===== config.mk =====
export PLATFORM = sky130hd
export DESIGN_NAME = fetch_stage
export DESIGN_NICKNAME = d
export VERILOG_FILES = /design/src/rtl/fetch_stage.sv
export SDC_FILE = /design/constraint.sdc
export NUM_CORES = 1
export LEC_CHECK = 0
export CAP_MARGIN = 0
export CORE_ASPECT_RATIO = 0.75
export CORE_MARGIN = 5
export CORE_UTILIZATION = 48
export DETAILED_ROUTE_END_ITERATION = 12
export HOLD_SLACK_MARGIN = 0.08
export PLACE_DENSITY = 0.86
export SYNTH_ARGS = -nofsm -noshare
export SYNTH_HDL_FRONTEND = slang
export SYNTH_SLANG_ARGS = --single-unit

===== constraint.sdc =====
create_clock -name clk -period 5.75 [get_ports clk]
set_clock_uncertainty 0.1 [all_clocks]
set_input_delay 1.725 -clock clk [delete_from_list [all_inputs] [get_ports clk]]
set_output_delay 1.725 -clock clk [all_outputs]
set_load 0.03 [all_outputs]

===== src/rtl/fetch_stage.sv =====
// Instruction fetch: PC register, PC+4, Execute redirect and the IF/ID pipeline register.
// Optional macro FETCH_MISALIGN_CHECK_EN aligns redirect targets and flags the fetched instruction.
module fetch_stage #(
  parameter int              XLEN      = 32,
  parameter logic [XLEN-1:0] RESET_PC  = '0,
  parameter logic [31:0]     NOP_INSTR = 32'h0000_0013
) (
  input  logic            clk,
  input  logic            reset,
  input  logic            StallF,
  input  logic            StallD,
  input  logic            FlushD,
  input  logic            PCSrcE,
  input  logic [XLEN-1:0] PCTargetE,
  output logic [XLEN-1:0] PCF,
  input  logic [31:0]     InstrF,
  output logic [31:0]     InstrD,
  output logic [XLEN-1:0] PCD,
  output logic [XLEN-1:0] PCPlus4D,
  output logic            ValidD,
  output logic            MisalignD
);

  localparam logic [XLEN-1:0] PC_STEP = XLEN'(32'd4);

  logic [XLEN-1:0] r_pc_f;
  logic [XLEN-1:0] w_pc_plus4_f;
  logic [XLEN-1:0] w_redirect_pc;
  logic [XLEN-1:0] w_pc_next;
  logic [31:0]     r_instr_d;
  logic [XLEN-1:0] r_pc_d;
  logic [XLEN-1:0] r_pc_plus4_d;
  logic            r_valid_d;

  assign w_pc_plus4_f = r_pc_f + PC_STEP;

`ifdef FETCH_MISALIGN_CHECK_EN
  logic r_misalign_f;
  logic r_misalign_d;
  logic w_tgt_misaligned;

  assign w_redirect_pc    = {PCTargetE[XLEN-1:2], 2'b00};
  assign w_tgt_misaligned = |PCTargetE[1:0];

  // F-stage flag describes the instruction the PC currently addresses
  always_ff @(posedge clk) begin
    if (reset) begin
      r_misalign_f <= 1'b0;
    end else if (PCSrcE) begin
      r_misalign_f <= w_tgt_misaligned;
    end else if (StallF) begin
      r_misalign_f <= r_misalign_f;
    end else begin
      r_misalign_f <= 1'b0;
    end
  end

  // Flag travels through IF/ID alongside its instruction
  always_ff @(posedge clk) begin
    if (reset || FlushD) begin
      r_misalign_d <= 1'b0;
    end else if (StallD) begin
      r_misalign_d <= r_misalign_d;
    end else begin
      r_misalign_d <= r_misalign_f;
    end
  end

  assign MisalignD = r_misalign_d;
`else
  assign w_redirect_pc = PCTargetE;
  assign MisalignD     = 1'b0;
`endif

  // Next PC: a redirect outranks StallF so a taken branch is never lost
  always_comb begin
    w_pc_next = w_pc_plus4_f;
    if (PCSrcE) begin
      w_pc_next = w_redirect_pc;
    end else if (StallF) begin
      w_pc_next = r_pc_f;
    end else begin
      w_pc_next = w_pc_plus4_f;
    end
  end

  // PC register
  always_ff @(posedge clk) begin
    if (reset) begin
      r_pc_f <= RESET_PC;
    end else begin
      r_pc_f <= w_pc_next;
    end
  end

  // IF/ID register: flush beats stall, both load a bubble or hold every field
  always_ff @(posedge clk) begin
    if (reset || FlushD) begin
      r_instr_d    <= NOP_INSTR;
      r_pc_d       <= '0;
      r_pc_plus4_d <= '0;
      r_valid_d    <= 1'b0;
    end else if (StallD) begin
      r_instr_d    <= r_instr_d;
      r_pc_d       <= r_pc_d;
      r_pc_plus4_d <= r_pc_plus4_d;
      r_valid_d    <= r_valid_d;
    end else begin
      r_instr_d    <= InstrF;
      r_pc_d       <= r_pc_f;
      r_pc_plus4_d <= w_pc_plus4_f;
      r_valid_d    <= 1'b1;
    end
  end

  assign PCF      = r_pc_f;
  assign InstrD   = r_instr_d;
  assign PCD      = r_pc_d;
  assign PCPlus4D = r_pc_plus4_d;
  assign ValidD   = r_valid_d;

endmodule


==> impl_metrics.csv <==
group,metric,value,unit
logic_synthesis,synth_top_area_cell,"dfxtp_1",
global_routing,antenna_found_initial,0,
setup_path,cp-end-kind,"primary output",
setup_path,cpPeakStageDelay,800,ps
logic_synthesis,yosysMostFrequentCell,"dfxtp_1",
logic_synthesis,synth_edf_count,0,
clock_network,ctsHoldBuffers,0,
finish,layout-drive-gt1-share,6.69,%
route,avgViaCountPerCell,5.41,
run,drv_cap,0,
floorplan,rows,34,
setup_path,crit_cells,1,
logic_synthesis,yosysWarnings,0,
pwr,fin_total_pwr,2.42,mW
floorplan,die_y,103,um
route,postRouteAntennaNets,0,
pwr,power_density,297,nW/um^2
timing,period_needed,3740,ps
logic_synthesis,yosysUniqueCellTypes,42,
logic_synthesis,synthCells,616,
floorplan,die_x,134,um
pwr,intPower,1.80,mW
floorplan,core_area,11400,sq um
setup_path,path_cells,"clkdlybuf4s50_1",
route,wirelength,16600,um
route,drcViolationCount,0,
global_routing,grt_pass1_vias,4999,
setup_path,startpoint_type,"flip-flop",
setup_path,cp.buffers_inverters,1,
setup_path,rr_worst_depth,5,
logic_synthesis,ys_seq_area_share,45.8,%
logic_synthesis,syn_area_per_cell,9.02,sq um
clock_network,cts_tree,"built",
pwr,pwr-share-clk,47.0,%
timing,hold_viol,0,
finish,multiInputGateArea,2740,sq um
timing,tns,0,ps
route,dr.pass1.iters,5,
timing,hold_slack,368,ps
global_routing,grt_overflow,0,
place,portBuffers,198,
finish,final_nets,850,
route,routed-via-count,5066,
route,wire_per_inst,17.8,um
setup_path,cp.arrival,1920,ps
finish,nFillCells,837,
clock_network,cts-root-buf,"clkbuf_16",
logic_synthesis,synthTopCellsByArea,"dfxtp_1, mux2i_1, nor2_1, xor2_1, xnor2_1",
pwr,power.switching,0.614,mW
timing,setup_viol,0,
setup_path,setup.worst_path.class,"flip-flop to primary output",
clock_network,numCtsBuffers,17,
timing,fmax,267,MHz
logic_synthesis,syn_area,5550,sq um
pwr,p_seq_share,39.9,%
clock_network,worstSkewPairLatency,410,ps
setup_path,crit_slowest_cell,"clkdlybuf4s50_1",
timing,finalCritPeriodShare,65.1,%
worst_hold_path,hold_depth,2,
logic_synthesis,synth_top_cell_area_share,45.8,%
place,placed_cell_area,7500,sq um
floorplan,io_pins,200,
global_routing,grt_pass1_wl,26000,um
clock_network,path_clk_slew,60,ps
timing,setup_ws,2010,ps
timing,rsz0062_at_grt,"no",
worst_hold_path,hold_class,"flip-flop to flip-flop",
status,status,"completed",
clock_network,cts_buffer_depth,2,
logic_synthesis,synth_nets,687,
logic_synthesis,synth-main-ff-cell,"dfxtp_1",
pwr,swShare,25.4,%
timing,tightestPinTransition,1140,ps
logic_synthesis,synthTopCellsByCount,"dfxtp_1, nor2_1, mux2i_1",
logic_synthesis,ys_seq_elements,127,
global_routing,grt_max_degree,73,
floorplan,initial_core_util,48.5,%
clock_network,post_cts_buffers,0,
place,post-dp-hpwl,11600,um
pwr,comb_power_share,13.1,%
clock_network,cts.sinks,127,
clock_network,htreeDepth,4,
logic_synthesis,async_flop_share,0,%
floorplan,die_area,13800,sq um
timing,slew_headroom,24.0,%
clock_network,cts-resized-gates,0,
finish,ff_latch_area,2540,sq um
pwr,peakVddDrop,0.000225,V
place,dpl_worst_slack,1650,ps
global_routing,grt_use_total,23.5,%
setup_path,cp_top_family,"buffers and inverters",
setup_path,cp_max_fo,16,
place,place_congestion,0.881,
finish,fin_area,8130,sq um
setup_path,worstPathRequired,3920,ps
pwr,p_leak,3.10,nW
route,drtIter0Drc,316,
finish,areaGrowthSynthToFinish,46.4,%
finish,n_antenna_cell,0,
timing,slew_viol_final,0,
power by group through the flow:
| stage | Combinational (mW) | Clock [mW] | Sequential (mW) |
|---|---|---|---|
| 2_1_floorplan | 0.130 | 0 | 1.02 |
| 3_3_place_gp | 0.311 | 0 | 0.978 |
| 3_5_place_dp | 0.316 | 0 | 0.981 |
| 4_1_cts | 0.319 | 1.15 | 0.963 |
| 5_1_grt | 0.338 | 1.19 | 0.968 |
| 6_report | 0.317 | 1.13 | 0.964 |
metrics by stage:
step	instances	utilization (%)
global route	936	71.0
finish	936	71.0
global placement	904	65.5
floorplan	616	-
CTS	936	71.0
detailed placement	904	65.5
cells by family (layout without fill, tap and decap cells):
kind of cell	count (synthesis)	in the layout	share of synthesized area [%]
AND/OR/NAND/NOR	216	216	19.0
flip-flops	127	127	45.8
AO/OA/AOI/OAI	86	86	9.35
multiplexers	71	71	12.8
buffers and inverters	64	240	4.93
XOR/XNOR	50	50	7.88
adder cells (fa/ha/maj)	1	1	0.225
other	1	1	0.0675
path summary, 6_finish.rpt:
| kind | from | endpoint | slack, ps |
|---|---|---|---|
| max | PCF[19] | PCF[19] | 2010 |
| min | PCPlus4D[4] | PCPlus4D[4] | 370 |
| max reg2reg | PCF[7] | PCF[21] | 2970 |
| min reg2reg | PCPlus4D[4] | PCPlus4D[4] | 370 |
layer usage:
layer  vias up  wire, um  global-route usage, %
li1       2448         -                      -
met3        21      1570                   7.46
met2       246      7840                   39.6
met5         -         0                      0
met4         0       232                   6.96
met1      2351      7000                   29.2
cell usage in the layout (no fill, tap or decap), types with 2 or more instances in the layout:
cell type | Yosys | routed
nand4_1 | 15 | 15
a21oi_1 | 33 | 33
nor3_1 | 10 | 10
buf_4 | 6 | 7
nor2_1 | 108 | 108
mux2i_1 | 71 | 71
nor4_4 | 2 | 2
nand3_1 | 13 | 13
xor2_1 | 29 | 29
inv_1 | 4 | 4
and4_1 | 3 | 3
nand2_1 | 30 | 30
clkinv_2 | 0 | 4
o21ai_0 | 24 | 24
nor2b_1 | 2 | 2
clkbuf_16 | 0 | 17
clkinvlp_4 | 0 | 2
bufinv_16 | 0 | 4
or3_1 | 4 | 4
o22ai_1 | 2 | 2
nor4_1 | 9 | 9
o21a_1 | 2 | 2
dfxtp_1 | 127 | 127
clkinv_4 | 0 | 3
clkdlybuf4s50_1 | 0 | 197
xnor2_1 | 21 | 21
a211oi_1 | 16 | 16
nand4b_1 | 2 | 2
o21ba_2 | 5 | 5
and3_1 | 8 | 8
or2_2 | 3 | 3
cell type report:
type,count,share of cell area [%]
multi-input cells,425,33.7
clock buffers,18,5.40
inverters,4,0.185
well taps,144,2.22
repair buffers,204,24.9
clock inverters,14,2.34
flip-flops and latches,127,31.3
state kept, by name, summed over array words and instances, names as in the netlist:
| register | count |
|---|---|
| PCPlus4D | 30 |
| PCF | 32 |
| ValidD | 1 |
| InstrD | 32 |
| PCD | 32 |
No activity file was read; power rests on OpenSTA's default activity.
